==> src/rtl/ot_driver.sv <==
// Sends one latched 2x2 complex matrix as 4 beats, then captures and checks the 5-beat det/adjugate reply.
// Latency: first tx beat 1 cycle after start; done 1 cycle after the last rx beat, the gap or the timeout.
// Backpressure: none; rx beats must arrive back-to-back, a gap ends the frame with err_frame.
module ot_driver #(
    parameter int TIMEOUT = 15
) (
    input  logic        clk,
    input  logic        rst_n,
    input  logic        start,
    input  logic [55:0] mat_in,
    output logic        busy,
    output logic        tx_valid,
    output logic [6:0]  tx_real,
    output logic [6:0]  tx_image,
    input  logic        rx_valid,
    input  logic [8:0]  rx_real,
    input  logic [8:0]  rx_image,
    output logic        done,
    output logic [44:0] res_real,
    output logic [44:0] res_image,
    output logic        err_timeout,
    output logic        err_frame,
    output logic        mismatch
);

    typedef enum logic [2:0] {IDLE, SEND, WAIT, RECV, DONE} state_t;

    // The 4th tx beat cycle counts as the first idle cycle, so WAIT ends after TIMEOUT-1 more.
    localparam logic [7:0] TO_LAST = 8'(TIMEOUT - 1);

    state_t      state;
    logic [55:0] mat;
    logic [1:0]  tx_idx;
    logic [2:0]  rx_idx;
    logic [7:0]  wait_cnt;
    logic [6:0]  nxt_re;
    logic [6:0]  nxt_im;
    logic [8:0]  exp_re;
    logic [8:0]  exp_im;

    // Sign-extend a 4.3 field to 9 bits, optionally negate, then floor-divide by 8.
    function automatic logic [8:0] scale(input logic [6:0] f, input logic neg);
        logic signed [8:0] s;
        s = {{2{f[6]}}, f};
        if (neg) begin
            s = -s;
        end
        return s >>> 3;
    endfunction

    // Payload of the beat following the one currently on the tx bus (order A, B, C, D).
    always_comb begin
        nxt_re = '0;
        nxt_im = '0;
        case (tx_idx)
            2'd0: begin nxt_re = mat[20:14]; nxt_im = mat[27:21]; end
            2'd1: begin nxt_re = mat[34:28]; nxt_im = mat[41:35]; end
            2'd2: begin nxt_re = mat[48:42]; nxt_im = mat[55:49]; end
            default: ;
        endcase
    end

    // Expected adjugate beat for the slot being received: D, -B, -C, A.
    always_comb begin
        exp_re = '0;
        exp_im = '0;
        case (rx_idx)
            3'd1: begin exp_re = scale(mat[48:42], 1'b0); exp_im = scale(mat[55:49], 1'b0); end
            3'd2: begin exp_re = scale(mat[20:14], 1'b1); exp_im = scale(mat[27:21], 1'b1); end
            3'd3: begin exp_re = scale(mat[34:28], 1'b1); exp_im = scale(mat[41:35], 1'b1); end
            3'd4: begin exp_re = scale(mat[6:0],   1'b0); exp_im = scale(mat[13:7],  1'b0); end
            default: ;
        endcase
    end

    // Transaction FSM with all outputs registered.
    always_ff @(posedge clk or negedge rst_n) begin
        if (!rst_n) begin
            state       <= IDLE;
            mat         <= '0;
            tx_idx      <= '0;
            rx_idx      <= '0;
            wait_cnt    <= '0;
            busy        <= 1'b0;
            tx_valid    <= 1'b0;
            tx_real     <= '0;
            tx_image    <= '0;
            done        <= 1'b0;
            res_real    <= '0;
            res_image   <= '0;
            err_timeout <= 1'b0;
            err_frame   <= 1'b0;
            mismatch    <= 1'b0;
        end else begin
            case (state)
                IDLE: begin
                    if (start) begin
                        mat         <= mat_in;
                        state       <= SEND;
                        busy        <= 1'b1;
                        tx_valid    <= 1'b1;
                        tx_real     <= mat_in[6:0];
                        tx_image    <= mat_in[13:7];
                        tx_idx      <= '0;
                        rx_idx      <= '0;
                        wait_cnt    <= '0;
                        res_real    <= '0;
                        res_image   <= '0;
                        err_timeout <= 1'b0;
                        err_frame   <= 1'b0;
                        mismatch    <= 1'b0;
                    end
                end
                SEND: begin
                    if (tx_idx != 2'd3) begin
                        tx_idx   <= tx_idx + 2'd1;
                        tx_real  <= nxt_re;
                        tx_image <= nxt_im;
                    end else begin
                        tx_valid <= 1'b0;
                        tx_real  <= '0;
                        tx_image <= '0;
                        wait_cnt <= '0;
                        // A reply overlapping the last tx beat is already the det beat.
                        if (rx_valid) begin
                            res_real[8:0]  <= rx_real;
                            res_image[8:0] <= rx_image;
                            rx_idx         <= 3'd1;
                            state          <= RECV;
                        end else if (TIMEOUT == 1) begin
                            err_timeout <= 1'b1;
                            done        <= 1'b1;
                            state       <= DONE;
                        end else begin
                            state <= WAIT;
                        end
                    end
                end
                WAIT: begin
                    if (rx_valid) begin
                        res_real[8:0]  <= rx_real;
                        res_image[8:0] <= rx_image;
                        rx_idx         <= 3'd1;
                        state          <= RECV;
                    end else if (wait_cnt + 8'd1 == TO_LAST) begin
                        err_timeout <= 1'b1;
                        done        <= 1'b1;
                        state       <= DONE;
                    end else begin
                        wait_cnt <= wait_cnt + 8'd1;
                    end
                end
                RECV: begin
                    if (rx_valid) begin
                        for (int k = 1; k < 5; k++) begin
                            if (3'(k) == rx_idx) begin
                                res_real[9*k +: 9]  <= rx_real;
                                res_image[9*k +: 9] <= rx_image;
                            end
                        end
                        if ({rx_image, rx_real} != {exp_im, exp_re}) begin
                            mismatch <= 1'b1;
                        end
                        if (rx_idx == 3'd4) begin
                            done  <= 1'b1;
                            state <= DONE;
                        end else begin
                            rx_idx <= rx_idx + 3'd1;
                        end
                    end else begin
                        err_frame <= 1'b1;
                        done      <= 1'b1;
                        state     <= DONE;
                    end
                end
                DONE: begin
                    done  <= 1'b0;
                    busy  <= 1'b0;
                    state <= IDLE;
                end
                default: begin
                    state <= IDLE;
                end
            endcase
        end
    end

endmodule

==> config.mk <==
export PLATFORM = sky130hd
export DESIGN_NAME = ot_driver
export DESIGN_NICKNAME = d
export VERILOG_FILES = /design/src/rtl/ot_driver.sv
export SDC_FILE = /design/constraint.sdc
export NUM_CORES = 1
export LEC_CHECK = 0
export CAP_MARGIN = 5
export CORE_MARGIN = 2
export CORE_UTILIZATION = 50
export CTS_CLUSTER_DIAMETER = 30
export CTS_CLUSTER_SIZE = 20
export DETAILED_ROUTE_END_ITERATION = 10
export PLACE_DENSITY_LB_ADDON = 0.3
export SLEW_MARGIN = 20
export SYNTH_ARGS = -nofsm -noshare
export SYNTH_HDL_FRONTEND = slang
export SYNTH_SLANG_ARGS = --single-unit
==> constraint.sdc <==
create_clock -name clk -period 3.1 [get_ports clk]
set_input_delay 0.775 -clock clk [delete_from_list [all_inputs] [get_ports clk]]
set_output_delay 0.775 -clock clk [all_outputs]
set_load 0.005 [all_outputs]
# Yosys cells after proc, flatten, opt, wreduce, memory -nomap -nowiden
# Cells that the tools add are included.
# word_totals
regBits	182
latch_bits	0
ram_bits	0
romBits	0
input_bits	78
out_inout_bits	110
word_cells	156
memories	0
# op_classes
n_addsub	7
mul	0
div	0
order_cmp	0
n_eq_ne	33
shift	0
muxes	67
bitwise	0
reduce_logical	26
# ops
operator	n
36-bit one-hot mux with 2 select lines	2
9-bit two-way mux	12
36-bit two-way mux	2
9-bit one-hot mux with 4 select lines	2
9-bit one-hot mux with 3 select lines	2
45-bit two-way mux	1
7-bit one-hot mux with 3 select lines	2
7-bit negator with 9-bit output	4
3-bit two-way mux	11
8-bit two-way mux	4
4-bit AND reduction	8
2-bit != test (second input constant)	15
7-bit two-way mux	4
7-bit one-hot mux with 2 select lines	2
3-bit one-hot mux with 4 select lines	2
8-bit one-hot mux with 3 select lines	1
18-bit != test	1
3-bit by 2-bit == test with 1-bit output (second input constant)	4
3-bit AND reduction	4
1-bit two-way mux	11
1-bit one-hot mux with 2 select lines	5
5-bit AND reduction	2
8-bit by 1-bit adder with 8-bit output (second input constant)	1
8-bit by 4-bit == test with 1-bit output (second input constant)	1
19 further kinds	30

# Depth between registers and ports, before layout
# Gate-level depths: netlist of run 1.
# depth
depth_word	6
mapped_depth	9
depth_no_buf	8

# Worst setup path after synthesis of run 1
# OpenSTA, ideal clock, no wires.
# synth_path
path_type	flip-flop to flip-flop
from	reg mat[31]
to	reg mismatch
setup_ns	0.136
arrival_time_ns	2.592
required_time_ns	2.964
path_slack_ns	0.371
path_stages_with_launch	8
path_buffers	1
synth_period_minus_slack_ns	2.729
cell_sequence	dfrtp_1 or4_1 buf_2 o311a_1 or4_1 a2111o_1 a221oi_2 a31oi_1
# synth_between
elab_chain_len	5
# synth_rtl
item	line	text
from (decl)	32	logic [55:0] mat;
from (signal assigned)	98	mat <= mat_in;
7-bit negator with 9-bit output	46	s = -s;
9-bit one-hot mux with 4 select lines	67	case (rx_idx)
18-bit != test	161	if ({rx_image, rx_real} != {exp_im, exp_re}) begin
2-bit != test (no source line)	-	
4-bit AND reduction (no source line)	-	
to (signal assigned)	93	mismatch <= 1'b0;
to (signal assigned)	111	mismatch <= 1'b0;
to (signal assigned)	162	mismatch <= 1'b1;
to (decl)	23	output logic mismatch
# Every way passes these cells.
# A chain may end at the register's enable or synchronous reset.

# Worst setup path after layout of run 1
# Ends and elaborated chain as after synthesis.

==> results of run 1 <==
## power breakdown
group / switching [W] / internal [W]
Combinational: 0.00223 / 0.00215
Clock: 0.000926 / 0.00120
Sequential: 0.000790 / 0.00327
Total: 0.00394 / 0.00662
## sequential cells by signal, summed over array words and instances, names as in the netlist
name         flops
busy             1
done             1
err_frame        1
err_timeout      1
mat             50
mismatch         1
res_image       45
res_real        45
rx_idx           3
state            3
tx_idx           2
tx_image         7
tx_real          7
tx_valid         1
wait_cnt         8
## through the flow
stage	worst slack (ns)	hold WS, ns
floorplan	0.3715	0.4453
global placement	0.2521	0.4594
detailed placement	0.2470	0.4608
CTS	0.2098	0.3798
global route	0.07574	0.4044
finish	0.1921	0.3483
## critical path: stages, from the launching register on
cell and delay [ns]:
dfrtp_1 0.40, or4_1 0.68, o311a_1 0.38, or4_1 0.50, a2111o_1 0.43, a221oi_2 0.27, a31oi_1 0.11
## worst max path at each step
stage	cells after the start	end	slack, ns
2_1_floorplan	7	mismatch	0.37
3_3_place_gp	6	mismatch	0.25
3_5_place_dp	6	mismatch	0.25
4_1_cts	6	mismatch	0.21
5_1_grt	6	mismatch	0.08
6_report	6	mismatch	0.19
## cell type report
| class | count | area (µm²) |
|---|---|---|
| clock buffer | 18 | 429.2 |
| clock inverter | 14 | 153.9 |
| fill | 1185 | 4702 |
| inverter | 12 | 45.04 |
| multi-input combinational | 569 | 3144 |
| sequential | 176 | 4404 |
| tap | 188 | 235.2 |
| timing repair buffer | 209 | 2088 |
## cell families (layout without fill, tap and decap cells)
kind of cell / count (synthesis) / in the layout / synth area share (%)
simple gates: 341 / 341 / 18.66
buf+inv: 62 / 253 / 3.035
compound gates: 197 / 197 / 17.26
mux: 11 / 11 / 1.421
xor+xnor: 9 / 9 / 1.017
fa+ha+maj: 11 / 11 / 1.776
flops: 176 / 176 / 56.83
## metal layers
metal	vias up	GRT usage, %	share of wire [%]
met5	-	0	0
li1	3209	-	-
met1	3250	34.91	44
met4	0	9.143	1.9
met3	32	5.073	6.9
met2	324	44.12	48
## cells in the final DEF (no fill, tap or decap), types with 5 or more instances in the layout
| cell | synthesis | layout |
|---|---|---|
| a21oi_1 | 5 | 5 |
| a222oi_1 | 14 | 14 |
| a22o_1 | 19 | 19 |
| a31oi_1 | 10 | 8 |
| and3_1 | 5 | 5 |
| buf_4 | 0 | 18 |
| clkbuf_16 | 0 | 17 |
| clkdlybuf4s50_1 | 0 | 186 |
| dfrtp_1 | 176 | 176 |
| ha_1 | 11 | 11 |
| inv_1 | 11 | 11 |
| inv_6 | 0 | 6 |
| mux2i_1 | 11 | 11 |
| nand2_1 | 261 | 261 |
| nand3_1 | 11 | 11 |
| nor2_1 | 17 | 15 |
| nor3_1 | 9 | 9 |
| nor4_1 | 5 | 5 |
| o211ai_1 | 7 | 7 |
| o21ai_0 | 86 | 86 |
| o22ai_1 | 11 | 10 |
| o31ai_1 | 6 | 6 |
| or4_1 | 8 | 8 |
| xnor2_1 | 6 | 6 |
==> reports/qor.yml, run 1 <==
synth_area_leaders: "dfrtp_1, nand2_1, o21ai_0"
placed_cell_area_um2: 9917
r2r-start: "mat[31]"
rrSetupSlack_ns: 0.19
crit_fanout: 6
cts_resized: 0
p_total_w: 0.01056
critPathLaunchType: "register"
dp_cells: 1154
fin_nets: 1074
gp_congestion: 0.8423
syn_area_um2: 7750
ff2ff_path_depth: 6
diodes: 0
crit_type: "register to register"
required_ns: 3.40
ys_ff_latch: 176
seq_area_frac_synth_pct: 56.83
num_rows: 45
syn_inst: 807
clk_pin_slew_ns: 0.07
maxCapViolations: 0
cts_setup_buffers: 0
hp-class: "input pin to async pin"
synth_fp_nets: 896
cts_root_buf: "clkbuf_16"
cts_tree: "built"
finalCritPeriodShare_pct: 93.80
power.leakage_nw: 4.680
grt_pass1_vias: 6502
fin_tns_setup_ns: 0
start_util_pct: 50.98
min_period_ns: 2.908
io_pins: 188
status: "finished, final reports clean"
die_h_um: 128.5
fin_util_pct: 69.07
synth_cell_types: 58
critPathLaunch: "mat[31]"
grt_max_degree: 72
core_area_um2: 15200
antenna_found_initial: 0
max_freq_mhz: 343.9
portBuffers: 187
final_area_um2: 10500
ant_nets: 0
synth_top_cell_by_area: "dfrtp_1"
finalSetupViolCount: 0
vias: 6815
routed_via_density: 5.746
grt_pass1_wl_um: 33930
rsz0062_at_grt: "false"
dpl.hpwl_um: 15100
ys.flop_type: "dfrtp_1"
drtIter0Drc: 788
r2r_end: "mismatch"
layout-drive-gt1-share_pct: 6.413
synth_common_cells: "nand2_1, dfrtp_1, o21ai_0, clkbuf_1, a22o_1"
yosysMostFrequentCell: "nand2_1"
drt_wl_total_um: 21240
wl_per_cell_um: 17.91
syn_area_per_cell_um2: 9.603
maxSlewViolCount: 0
async_reset_ff_share_pct: 100.0
slew_headroom_pct: 49.52
numCtsBuffers: 17
fin_skew_ns: 0.009416
dieArea_um2: 16510
cp_data_arrival_time_ns: 3.21
die_w_um: 128.5
yosysTopAreaCellShare_pct: 56.83
hold_buffers: 0
powerDensity_nw_per_um2: 1005
drc: 0
synth_edf_count: 0
dr.pass1.iters: 8
track_usage_pct: 26.42
tightestPinTransition_ns: 0.7572
clock_latency_ns: 0.43
areaGrowthSynthToFinish_pct: 35.49
ir_drop_mv: 0.4881
synth_warnings: 0
finalHoldViolCount: 0
grt_overflow: 0
crit_path_end_kind: "register"
fin_cells: 1186
clock_path_buffers: 2
h-tree-depth: 4
clock-sinks: 176
No activity file was read; power rests on OpenSTA's default activity.
==> run 2, diff against run 1 <==
Settings changed: CORE_MARGIN 2 to 4, PLACE_DENSITY set to 0.81, PLACE_DENSITY_LB_ADDON 0.3 to unset.
==> run 2 against run 1 <==
Against the previous run: die area up 6.3%; sequential share of layout area up 0.075 points; combinational power about the same; final cell count down 0.17%; non-clock buffer count down 2; final area down 0.18%; sequential power about the same; hold slack worse by 0.055 ns; first-iteration DRC count down 11%; fmax up 2.7%; wire length up 4.5%; count of clock-buffer cells in the layout up 1; critical path type unchanged; largest cell class unchanged.
==> reports/qor.yml, run 2 (synthesized netlist as in run 1, its figures left out) <==
placed_cell_area_um2: 9874  # -0.43%
h-tree-depth: 4  # unchanged
multiInputGateArea_um2: 3142  # about the same
max_freq_mhz: 353.3  # +2.7%
reg_top3: "mat: 50 flops, res_image: 45 flops, res_real: 45 flops"
cp_data_arrival_time_ns: 3.13  # -0.08 ns
fin_tns_setup_ns: 0  # unchanged
dieArea_um2: 17560  # +6.3%
final_common_cell: "nand2_1"
dp_slack_ns: 0.2265  # -0.02055 ns
fin_skew_ns: 0.007487  # -0.001930 ns
crit_path_end_kind: "register"
required_ns: 3.40  # about the same
intPower_w: 0.006648  # +0.48%
fin_nets: 1072  # -0.19%
num_rows: 45  # unchanged
routed_via_density: 5.850  # +1.8%
final_cell_mix: "nand2_1, clkdlybuf4s50_1, dfrtp_1"
p_comb_share_pct: 41.2  # -0.2 points
tightestPinTransition_ns: 0.7699  # +0.01277 ns
final.setup.worst_slack_ns: 0.2695  # +0.07741 ns
critPathMaxStageDelay_ns: 0.59  # -0.09 ns
critPathLaunchType: "register"
maxCapViolations: 0  # unchanged
grt_pass1_vias: 6824  # +5.0%
finalHoldViolCount: 0  # unchanged
seqCellArea_um2: 4404  # unchanged
min_period_ns: 2.831  # -0.07741 ns
vias: 6926  # +1.6%
drtIter0Drc: 703  # -11%
rsz0062_at_grt: "false"
fin_util_pct: 68.95  # -0.12 points
drc: 0  # unchanged
cts_setup_buffers: 0  # unchanged
start_util_pct: 50.98  # unchanged
gp_congestion: 0.8688  # +3.1%
cpMostUsedCell: "or4_1"
layout-drive-gt1-share_pct: 6.225  # -0.19 points
grt_max_degree: 74  # +2.8%
core_area_um2: 15200  # unchanged
status: "finished, final reports clean"
clock_path_buffers: 2  # unchanged
ir_drop_mv: 0.4349  # -11%
grt_overflow: 0  # unchanged
die_h_um: 132.5  # +3.1%
grt_pass1_wl_um: 36010  # +6.1%
crit_type: "register to register"
portBuffers: 187  # unchanged
seqPwrFrac_pct: 38.3  # about the same
finalCritPeriodShare_pct: 91.31  # -2.5 points
ant_nets: 0  # unchanged
die_w_um: 132.5  # +3.1%
clock-sinks: 176  # unchanged
final_area_um2: 10480  # -0.18%
crit_fanout: 4  # -2
numCtsBuffers: 17  # unchanged
path_delay_family: "compound AO/OA/AOI/OAI gates"
dr.pass1.iters: 7  # -1
diodes: 0  # unchanged
drt_wl_total_um: 22190  # +4.5%
maxSlewViolCount: 0  # unchanged
power.leakage_nw: 4.663  # -0.36%
pwr-share-clk_pct: 20.5  # +0.4 points
track_usage_pct: 25.81  # -0.61 points
dpl.hpwl_um: 15810  # +4.7%
top_register: "mat"
crit_slowest_cell: "or4_1"
hold_buffers: 0  # unchanged
fillCellCount: 1162  # -1.9%
hp-class: "input pin to async pin"
clock_latency_ns: 0.43  # about the same
areaGrowthSynthToFinish_pct: 35.24
powerDensity_nw_per_um2: 1016  # +1.1%
clk_pin_slew_ns: 0.07  # about the same
antenna_found_initial: 0  # unchanged
largest_register_ffs: 50  # unchanged
fin_hold_ws_ns: 0.2936  # -0.05472 ns
swShare_pct: 37.58  # +0.24 points
io_pins: 188  # unchanged
cts_root_buf: "clkbuf_16"
wl_per_cell_um: 18.74  # +4.6%
path_cells: "or4_1, o311a_1, or4_1, a2111o_1, a221oi_2, a31oi_1"
cts_resized: 0  # unchanged
slew_headroom_pct: 48.20  # -1.3 points
finalSetupViolCount: 0  # unchanged
cts_tree: "built"
path_buf_inv: 0  # unchanged
p_switching_w: 0.004002  # +1.5%
-- run 2: stage by stage --
| step | total power, W | instances |
|---|---|---|
| after floorplan | 0.006126 | 807 |
| after detailed placement | 0.008455 | 1152 |
| after global routing | 0.01134 | 1184 |
| after global placement | 0.008287 | 1152 |
| final | 0.01065 | 1184 |
| after CTS | 0.01066 | 1184 |
-- run 2: path summary, 6_finish.rpt --
kind | startpoint | endpoint | slack, ns | depth (start not counted)
worst max-delay path | mat[31] | mismatch | 0.27 | 6
worst min-delay path | rst_n | res_image[7] | 0.29 | 1
worst max register to register | mat[31] | mismatch | 0.27 | 6
worst min register to register | res_image[32] | res_image[32] | 0.48 | 2
max in group asynchronous | rst_n | mat[31] | 2.05 | 2
min in group clk | res_image[32] | res_image[32] | 0.48 | 2
-- run 2: layout make-up --
cell class / count / share of cell area, %
sequential: 176 / 42.02
tap: 188 / 2.244
timing repair buffer: 207 / 19.54
clock inverter: 13 / 1.468
multi-input combinational: 569 / 29.97
inverter: 12 / 0.4297
clock buffer: 19 / 4.321
-- run 2: layer usage --
layer / up-vias / track usage (%) / share of wire, %
met5: - / 0 / 0
met4: 0 / 8.545 / 1.9
met3: 33 / 6.008 / 8.0
met2: 355 / 40.67 / 47
met1: 3335 / 35.65 / 43
li1: 3203 / - / -
-- run 2: power groups by stage --
stage | registers, W | logic, W | clock network (W)
finish | 0.00407 | 0.00439 | 0.00218
global route | 0.00421 | 0.00483 | 0.00231
CTS | 0.00406 | 0.00440 | 0.00220
detailed placement | 0.00409 | 0.00437 | 0
global placement | 0.00405 | 0.00423 | 0
floorplan | 0.00390 | 0.00223 | 0
